File: src/rtl/relay_credit_sender.sv
// ---------------------------------------------------------------------------
// relay_credit_sender
//
// Transmit end of a credit-based stream link. Producers see a relay-station
// style write port (if_full_n / if_write / if_din). Accepted words sit in a
// 2-entry FIFO and are forwarded onto a freely pipelined link only while the
// remote receiver has free buffer slots, tracked by a credit counter. The
// receiver returns one link_credit pulse per slot it frees.
//
// Ports:
//   clk          in   clock
//   reset        in   synchronous, active-high reset
//   if_full_n    out  registered; 1 = a write this cycle is accepted
//   if_write_ce  in   write clock enable
//   if_write     in   write request
//   if_din       in   write data [DATA_WIDTH]
//   link_valid   out  registered; one word on the link this cycle
//   link_data    out  registered payload [DATA_WIDTH]
//   link_credit  in   one returned credit per cycle it is high
//   credit_cnt   out  current available credits [CNT_WIDTH]
//   state_o      out  0 IDLE, 1 ACTIVE, 2 STALL (observational only)
//   err          out  sticky credit-overflow flag
// ---------------------------------------------------------------------------
module relay_credit_sender #(
    parameter int  DATA_WIDTH = 32,
    parameter int  CREDITS    = 8,
    localparam int CNT_WIDTH  = $clog2(CREDITS + 1)
) (
    input  logic                  clk,
    input  logic                  reset,
    output logic                  if_full_n,
    input  logic                  if_write_ce,
    input  logic                  if_write,
    input  logic [DATA_WIDTH-1:0] if_din,
    output logic                  link_valid,
    output logic [DATA_WIDTH-1:0] link_data,
    input  logic                  link_credit,
    output logic [CNT_WIDTH-1:0]  credit_cnt,
    output logic [1:0]            state_o,
    output logic                  err
);

    typedef enum logic [1:0] {
        ST_IDLE   = 2'd0,
        ST_ACTIVE = 2'd1,
        ST_STALL  = 2'd2
    } state_t;

    localparam logic [CNT_WIDTH-1:0] CREDITS_MAX = CNT_WIDTH'(CREDITS);
    // One extra bit so cnt + credit can exceed CREDITS without wrapping.
    localparam logic [CNT_WIDTH:0]   CREDITS_EXT = (CNT_WIDTH + 1)'(CREDITS);

    // Registered state
    logic [1:0]            occ_q,        occ_d;
    logic                  wr_ptr_q,     wr_ptr_d;
    logic                  rd_ptr_q,     rd_ptr_d;
    logic                  full_n_q,     full_n_d;
    logic                  link_valid_q, link_valid_d;
    logic [DATA_WIDTH-1:0] link_data_q,  link_data_d;
    logic [CNT_WIDTH-1:0]  cnt_q,        cnt_d;
    logic                  err_q,        err_d;
    state_t                state_q,      state_d;

    // Combinational helpers
    logic                  push;
    logic                  send;
    logic [DATA_WIDTH-1:0] head;
    logic [CNT_WIDTH:0]    cnt_sum;
    logic                  overflow;

    // -----------------------------------------------------------------------
    // Two-entry storage. Each slot is written only when the write pointer
    // selects it, so order is preserved even when push and pop coincide.
    // -----------------------------------------------------------------------
    for (genvar gi = 0; gi < 2; gi++) begin : gen_entry
        logic [DATA_WIDTH-1:0] entry_q;

        always_ff @(posedge clk) begin
            if (push && (wr_ptr_q == 1'(gi))) begin
                entry_q <= if_din;
            end
        end
    end

    assign head = rd_ptr_q ? gen_entry[1].entry_q : gen_entry[0].entry_q;

    // -----------------------------------------------------------------------
    // Datapath / counter next-state
    // -----------------------------------------------------------------------
    always_comb begin
        push         = if_write & if_write_ce & full_n_q;
        // Forwarding uses only current registers: a word pushed into an empty
        // buffer waits one cycle (no bypass).
        send         = (occ_q != 2'd0) && (cnt_q != '0);

        occ_d        = occ_q;
        wr_ptr_d     = wr_ptr_q ^ push;
        rd_ptr_d     = rd_ptr_q ^ send;
        link_valid_d = send;
        link_data_d  = link_data_q;
        cnt_d        = cnt_q;
        err_d        = err_q;
        overflow     = 1'b0;

        if (push && !send) begin
            occ_d = occ_q + 2'd1;
        end else if (send && !push) begin
            occ_d = occ_q - 2'd1;
        end

        if (send) begin
            link_data_d = head;
        end

        // send implies cnt_q > 0, so the subtraction cannot underflow.
        cnt_sum = ({1'b0, cnt_q} + (CNT_WIDTH + 1)'(link_credit))
                  - (CNT_WIDTH + 1)'(send);

        // A credit beyond the receiver's buffer depth means the two ends have
        // lost agreement; clamp and flag it rather than wrap.
        if (cnt_sum > CREDITS_EXT) begin
            overflow = 1'b1;
            cnt_d    = CREDITS_MAX;
        end else begin
            cnt_d    = cnt_sum[CNT_WIDTH-1:0];
        end

        if (overflow) begin
            err_d = 1'b1;
        end

        full_n_d = (occ_d < 2'd2);
    end

    // -----------------------------------------------------------------------
    // Observational FSM, derived from next-state occupancy and credits.
    // -----------------------------------------------------------------------
    always_comb begin
        state_d = ST_ACTIVE;
        if ((occ_d == 2'd0) && (cnt_d == CREDITS_MAX)) begin
            state_d = ST_IDLE;
        end else if ((occ_d != 2'd0) && (cnt_d == '0)) begin
            state_d = ST_STALL;
        end
    end

    // -----------------------------------------------------------------------
    // Registers. Reset discards buffered words and ignores link_credit; the
    // receiver is expected to be reset in the same cycle.
    // -----------------------------------------------------------------------
    always_ff @(posedge clk) begin
        if (reset) begin
            occ_q        <= 2'd0;
            wr_ptr_q     <= 1'b0;
            rd_ptr_q     <= 1'b0;
            full_n_q     <= 1'b0;
            link_valid_q <= 1'b0;
            link_data_q  <= '0;
            cnt_q        <= CREDITS_MAX;
            err_q        <= 1'b0;
            state_q      <= ST_IDLE;
        end else begin
            occ_q        <= occ_d;
            wr_ptr_q     <= wr_ptr_d;
            rd_ptr_q     <= rd_ptr_d;
            full_n_q     <= full_n_d;
            link_valid_q <= link_valid_d;
            link_data_q  <= link_data_d;
            cnt_q        <= cnt_d;
            err_q        <= err_d;
            state_q      <= state_d;
        end
    end

    assign if_full_n  = full_n_q;
    assign link_valid = link_valid_q;
    assign link_data  = link_data_q;
    assign credit_cnt = cnt_q;
    assign state_o    = state_q;
    assign err        = err_q;

endmodule

File: config.mk
export PLATFORM = sky130hd
export DESIGN_NAME = relay_credit_sender
export DESIGN_NICKNAME = d
export VERILOG_FILES = /design/src/rtl/relay_credit_sender.sv
export SDC_FILE = /design/constraint.sdc
export NUM_CORES = 1
export LEC_CHECK = 0
export BUFFER_PORTS_ARGS = -buffer_cell sky130_fd_sc_hd__buf_4
export CAP_MARGIN = 30
export CORE_ASPECT_RATIO = 1.25
export CORE_UTILIZATION = 39
export DETAILED_ROUTE_END_ITERATION = 8
export PLACE_DENSITY = 0.57
export SLEW_MARGIN = 10
export SYNTH_ARGS = -nofsm -noshare
export SYNTH_HDL_FRONTEND = slang
export SYNTH_SLANG_ARGS = --single-unit
File: constraint.sdc
create_clock -name clk -period 7.56 [get_ports clk]
set_clock_uncertainty 0.05 [all_clocks]
set_input_delay 0.756 -clock clk [delete_from_list [all_inputs] [get_ports clk]]
set_output_delay 0.756 -clock clk [all_outputs]
set_load 0.01 [all_outputs]
Word-level counts from Yosys, hierarchy flattened

Index checks and enable logic that the tools add are counted.
Widths: inputs -> output; s select.

Register bits after elaboration: 109
Bits of input ports: 37
Output and inout bits: 41
Logic and storage cells: 44

Add/sub/neg operators: 4
Order comparisons: 2
Equal/unequal tests: 1
Muxes and demuxes: 6
Bitwise operators: 5
Reductions and logical operators: 15

Operator list:

| operator            | number |
|---|---|
| $mux 32             | 1 |
| $logic_and 1x1->1   | 7 |
| $mux 2              | 3 |
| $add 4x1->5         | 1 |
| $gt 5x4->1 const B  | 1 |
| $sub 5x1->5         | 1 |
| $eq 4x4->1 const B  | 1 |
| $logic_not 4->1     | 1 |
| $mux 4              | 1 |
| $reduce_bool 2->1   | 2 |
| $reduce_bool 4->1   | 1 |
| $add 2x1->2 const B | 1 |
| $and 1x1->1         | 2 |
| $logic_not 1->1     | 2 |
| $logic_not 2->1     | 1 |
| $lt 2x2->1 const B  | 1 |
| $reduce_or 2->1     | 1 |
| $sub 2x1->2 const B | 1 |
| $xor 1x1->1         | 2 |
| $mux 1              | 1 |
| $not 1->1           | 1 |

Logic depth before layout (Yosys ltp)

Gate-level depths: netlist (run 1).

Word-level depth: 9
Gate-level depth with buffers: 17
Mapped depth without buffers: 15

Least setup slack after synthesis (run 1)

No wires, ideal clock.

Path kind: reg-to-reg
From: register cnt_q[2] (netlist: credit_cnt[2])
To: register state_q[0] (netlist: state_o[0])
Setup time: 0.079 ns
Data arrival time: 3.246 ns
Data required time: 7.431 ns
Slack: 4.184 ns
Cell stages (with the launch flop): 18
Buffers on the path: 2
Clock period less this slack: 3.376 ns
Path through: dfxtp_1 > inv_1 > ha_1 > nor3b_4 > or2_4 > inv_2 > buf_2 > buf_2 > ha_1 > inv_1 > ha_1 > inv_1 > fa_1 > nand2b_1 > a21oi_1 > xnor2_1 > or2_2 > a211oi_2

Word-level cells in the longest chain between the ends: 8
Elaborated cells on any way between the ends: 19
Classes of those cells: add/sub (2); order compare (1); eq/ne (1); mux (4); reduce/logical (11)

Ends and longest elaborated chain:

| item                                                | line     | RTL |
|---|---|---|
| start, declared                                     | 60       | `logic [CNT_WIDTH-1:0] cnt_q, cnt_d;` |
| start signal, assigned                              | 169      | `cnt_q <= cnt_d;` |
| $reduce_bool 4->1 (*)                               | 94       | `send = (occ_q != 2'd0) && (cnt_q != '0);` |
| $logic_and 1x1->1 (*)                               | 94       |  |
| named net link_valid_d                              | 58       | `logic link_valid_q, link_valid_d;` |
| $sub 5x1->5 (tied with other cells)                 | 117      | `- (CNT_WIDTH + 1)'(send);` |
| $gt 5x4->1 (tied with other cells)                  | 121      | `if (cnt_sum > CREDITS_EXT) begin` |
| $mux 4 or $mux 2 (tied branches)                    | 121, 105 |  |
| $eq 4x4->1 (tied with other cells)                  | 140      | `if ((occ_d == 2'd0) && (cnt_d == CREDITS_MAX)) begin` |
| $logic_and 1x1->1, on equally long branches         | 140, 142 |  |
| $reduce_or 2->1 (no line) or $mux 2 (tied branches) | --       |  |
| end signal, assigned                                | 171      | `state_q <= state_d;` |
| end, declared                                       | 62       | `state_t state_q, state_d;` |

Mark *: on every way through the listed nets, which the timed path passes. The rest lies on a longest branch.
A chain may end at the register's enable or synchronous reset.

Worst setup path in the final report (run 1)

From: register cnt_q[3] (netlist: credit_cnt[3])
To: register state_q[0] (netlist: state_o[0])

Word-level cells in the longest chain between the ends: 8
Elaborated cells on any way between the ends: 19
Classes of those cells: add/sub (2); order compare (1); eq/ne (1); mux (4); reduce/logical (11)

Ends and longest elaborated chain:

| item |
|---|
| parallel branches: the longest is 8 deep, another holds $add 4x1->5 |

Parallel ways; which one is timed is not known.

==> results of run 1 <==
[Yosys cell counts (2+ instances only)]
cell / number
edfxtp_1: 64
mux2i_1: 33
a21oi_1: 2
buf_2: 9
a21o_1: 2
xor2_1: 2
xnor2_1: 3
nor2b_1: 2
inv_2: 2
inv_1: 11
nor2_1: 39
nor3_1: 3
dfxtp_1: 45
clkbuf_1: 7
a211oi_1: 32
ha_1: 9
[critical path, cell delays in order (launching register included)]
cell,delay [ns]
dfxtp_1,0.37
inv_1,0.08
ha_1,0.18
nor3b_4,0.16
or2_4,0.25
inv_2,0.26
buf_12,0.28
ha_1,0.27
inv_1,0.05
ha_1,0.15
inv_1,0.05
fa_1,0.39
nand2b_1,0.16
a21oi_1,0.15
xnor2_1,0.12
or2_2,0.32
a211oi_2,0.20
[registers in the layout, summed over array words and instances, names as in the netlist]
register	count
link_data	32
err	1
occ_q	2
rd_ptr_q	1
link_valid	1
wr_ptr_q	1
gen_entry.entry_q	64
state_o	2
credit_cnt	4
if_full_n	1
[per-stage QoR]
step	setup WS, ns	std cells	area [um2]
floorplan	4.18	286	4070
global placement	3.58	476	4740
detailed placement	3.94	478	4790
CTS	3.92	494	5090
global route	3.69	494	5090
finish	3.97	494	5090
[per-layer routing]
layer / up-vias / wire, um
met3: 8 / 311
met1: 1110 / 2820
met2: 43 / 3720
li1: 1197 / -
met4: 0 / 120
met5: - / 0
[area by class of cell]
class	instances	share of cell area, %
clock buffer	10	4.69
timing repair buffer	79	12.3
sequential	109	55.5
clock inverter	6	1.20
inverter	13	0.958
tap	129	3.17
multi-input combinational	148	22.2
[cell families after synthesis]
family                     after synthesis
and+or+nand+nor                         57
adders and majority gates               12
buffers and inverters                   29
DFF                                    109
muxes                                   33
xor gates and xnor gates                 6
AOI/OAI and AO/OA                       40
[final timing paths]
check                                         startpoint                    end  slack, ns
worst min-delay path                    err$_SDFFE_PP0N_       err$_SDFFE_PP0N_       0.44
worst min register to register          err$_SDFFE_PP0N_       err$_SDFFE_PP0N_       0.44
worst max register to register  credit_cnt[3]$_SDFF_PP1_  state_o[0]$_SDFF_PP0_       3.97
worst max-delay path            credit_cnt[3]$_SDFF_PP1_  state_o[0]$_SDFF_PP0_       3.97
[report_power, final]
part           total (mW)  internal (mW)  switching [mW]
registers           0.828          0.746          0.0823
clock network       0.463          0.265           0.198
logic               0.791          0.383           0.408
==> metrics.txt, run 1 <==
post-layout min period 3.59 ns; Vias 2358; Req. time, crit path 7.77 ns; final core utilization 50.4%; # setup viols final 0; most frequent cells in the layout 77 x buf_4, 64 x edfxtp_1, 44 x dfxtp_1, 39 x nor2_1, 33 x mux2i_1; Fillers 891; met3 GRT Util 3.97%; Synth area leader edfxtp_1; RSZ-0062 raised after global routing no; Post-CTS Setup Inserts 0; Tightest Hold Check Type reg2reg; setup TNS 0 ns; Worst-Skew Late Latency 0.34 ns; met2 usage 24.7%; CTS H-tree depth 3; worst vdd ir 0.135 mV; routed vias/inst 4.77; Slew Viols, Final 0; Final period util 47.4%; leading cell type in the layout, fill and taps excluded buf_4; Fin. Hold Viols 0; die width 93.4 um; ys flop type edfxtp_1; Synth Area in Adders 3.78%; CP max FO 49; first-pass GRT wire length 11.0 mm; area grow syn2layout 25.1%; Tot Pwr 2.08 mW; IO buf count 77; cts hold-fix bufs 0; CTS tree built; Starting DRT DRC Count 52; die footprint 10900 um2; top post-synthesis cells by area edfxtp_1 47%, dfxtp_1 22%, mux2i_1 8.1%, a211oi_1 5.9%, nor2_1 3.6%; Ports 78; Critical Path End Type register; Syn Area/Cell 14.2 um2; fmax 279 MHz; Resize count post-CTS 0; ant diodes 0; PwrDens 409 nW/um2; Sequential Area 2820 um2; Final Wtd Congestion 0.753; global route overflow 0; share of layout cells above drive strength 1 29.3%; clock-pin slew on the worst setup and hold paths 0.06 ns; WL final 6.97 mm; antenna violations before repair 0; multiplexer share of the synthesized area 8.12%; Synth Area in XOR/XNOR 1.48%; top-area cell type share of the netlist area 47.2%; routed length per instance 14.1 um; number of global-route vias before repair 2224; Cell Area, Synth 4070 um2; Ys Warns 0; final net count 407; Mapped Cells 286; largest net degree at the start of global routing 50; Max clock buf depth 2; # DRC 0; Synth async-reset ratio 0%; Starting Density 40.3%; hold path depth 1; number of cells on the worst reg-to-reg path 16; largest family of logic cells by synthesized area multiplexers; worst hold slack 0.441 ns; Syn Nets 333; ANT nets after route 0; gr usage total 13.7%; MaxCap Viol Count 0; flops & latches, synth 109; status finished, final reports clean; worst-margin pin slew 0.902 ns; max_slew headroom 39.9%; iteration count of the initial detailed-routing pass 4; Clock Root Buffer clkbuf_16; EDFF count, synth 64; Worst Setup Path Type reg2reg; Row Count 41; Num CTS Buffers 9; Multi-input gate area 1130 um2; clock sink count 109; Startpoint Class register; GR Util met1 15.1%; synth unique cells 37; P_leak 1.91 nW; CP Data Arrival Time 3.80 ns; compound-cell area share of the yosys netlist 7.47%; core area 10100 um2; sequential fraction of the synthesis area 69.4%; Chip Height 116 um; Synth Area in Simple Gates 6.86%; GR peak layer met2; hpwl dp 4.56 mm
(Power assumes the default switching activity.)
==> inputs of run 2 (changes only) <==
Settings changed: PLACE_DENSITY 0.57 to 0.59.
Clock period 7.56 ns to 2.98 ns, I/O delays scaled along.
==> metrics.txt, run 2 (synthesized netlist as in run 1, its figures left out) <==
max reg flops 64; IO buf count 77; gr usage total 13.6%; Starting Density 40.3%; cts hold-fix bufs 0; Max clock buf depth 2; Fillers 865; Final period util 96.7%; worst vdd ir 0.507 mV; Worst-Skew Late Latency 0.34 ns; register with the highest flop count gen_entry.entry_q; core area 10100 um2; Vias 2377; hpwl dp 4.46 mm; share of layout cells above drive strength 1 34.1%; die width 93.4 um; global route overflow 0; routed vias/inst 4.79; Fin. Hold Viols 0; Crit Reg-Reg Startpoint credit_cnt[3]$_SDFF_PP1_; die footprint 10900 um2; leading cell type in the layout, fill and taps excluded buf_4; Multi-input gate area 1210 um2; RSZ-0062 raised after global routing yes; Startpoint Class register; Critical Path End Type register; P_leak 1.93 nW; # setup viols final 0; CP Data Arrival Time 3.09 ns; CTS H-tree depth 3; Worst setup endpoint state_o[1]$_SDFF_PP0_; setup TNS 0 ns; Clock Root Buffer clkbuf_16; Row Count 41; PwrDens 1070 nW/um2; Ports 78; routed length per instance 14.1 um; hold path depth 1; Sequential Area 2830 um2; number of cells on the worst reg-to-reg path 15; clock sink count 109; status finished, final reports clean; fmax 347 MHz; ant diodes 0; ANT nets after route 0; post-layout min period 2.88 ns; CP Launch Point credit_cnt[3]$_SDFF_PP1_; most frequent cells in the layout 81 x buf_4, 64 x edfxtp_1, 42 x dfxtp_1, 39 x nor2_1, 33 x mux2i_1; iteration count of the initial detailed-routing pass 4; Starting DRT DRC Count 90; worst reg2reg endpoint state_o[1]$_SDFF_PP0_; first-pass GRT wire length 11.0 mm; CP max FO 4; register-to-register setup slack 0.1 ns; Final Wtd Congestion 0.746; WL final 6.98 mm; clock-pin slew on the worst setup and hold paths 0.07 ns; CTS tree built; Tightest Hold Check Type in2reg; largest net degree at the start of global routing 68; MaxCap Viol Count 0; max_slew headroom 42.7%; antenna violations before repair 0; Chip Height 116 um; area grow syn2layout 27.1%; Tot Pwr 5.53 mW; Slew Viols, Final 0; worst-margin pin slew 0.860 ns; # DRC 0; number of global-route vias before repair 2219; Req. time, crit path 3.19 ns; final net count 409; Worst Setup Path Type reg2reg; Num CTS Buffers 9
[run 2: cell count changes in the layout (fill, tap and decap cells not counted), moves of 2 or more]
cell	before	now
ha_4	0	2
ha_1	7	4
buf_4	77	81
inv_2	2	5
dfxtp_1	44	42
inv_1	11	7
[run 2: metal layers]
metal	vias to the layer above	track usage (%)	part of all wire (%)
li1	1202	-	-
met1	1123	16.1	41
met2	43	23.7	53
met3	9	2.47	3.5
met4	0	7.08	1.8
met5	-	0	0
[run 2: final cells by class]
class	instances	area share, %
Multi-Input combinational cell	148	23.3
Tap cell	129	3.12
Clock buffer	10	4.43
Sequential cell	109	54.7
Clock inverter	6	1.69
Timing Repair Buffer	81	11.8
Inverter	13	0.992
[run 2: worst min path at each step]
stage               slack [ns]                                  to        from
CTS                       0.08   gen_entry[1].entry_q[7]$_DFFE_PP_   if_din[7]
detailed placement        0.44  gen_entry[1].entry_q[11]$_DFFE_PP_  if_din[11]
floorplan                 0.35   gen_entry[0].entry_q[0]$_DFFE_PP_   if_din[0]
global placement          0.43  gen_entry[1].entry_q[30]$_DFFE_PP_  if_din[30]
global route              0.07  gen_entry[1].entry_q[30]$_DFFE_PP_  if_din[30]
finish                    0.09   gen_entry[0].entry_q[7]$_DFFE_PP_   if_din[7]
[run 2: stage by stage]
step                      instance area [um2]  setup WS, ns  instances  utilization [%]  hold slack [ns]
after global placement                   4840         0.109        479             47.9            0.433
after detailed placement                 4840        0.0874        479             47.9            0.436
after CTS                                5160        0.0640        495             51.0           0.0778
final                                    5170        0.0972        496             51.2           0.0878
after floorplan                          4160       -0.0941        286                -            0.347
after global routing                     5170       -0.0230        496             51.2           0.0729
[run 2: critical path: stages (launching register included)]
cell	delay, ns
dfxtp_4	0.37
inv_2	0.04
ha_2	0.15
nor3b_4	0.15
or2_4	0.28
inv_4	0.06
ha_4	0.19
inv_2	0.06
ha_4	0.13
inv_2	0.03
fa_2	0.36
nand2b_4	0.16
a21oi_4	0.16
xnor2_2	0.11
or3_4	0.34
nor3_2	0.15
[run 2: what timing repair did]
| action | CTS | global route |
|---|---|---|
| gates resized for setup | 0 | 2 |
| setup buffers | 0 | 1 |
| setup endpoints to repair | 0 | 2 |
[run 2: report_power, final]
part | internal (mW) | switching (mW)
sequential | 1.89 | 0.187
clock | 0.738 | 0.503
combinational | 1.05 | 1.16
total | 3.68 | 1.85
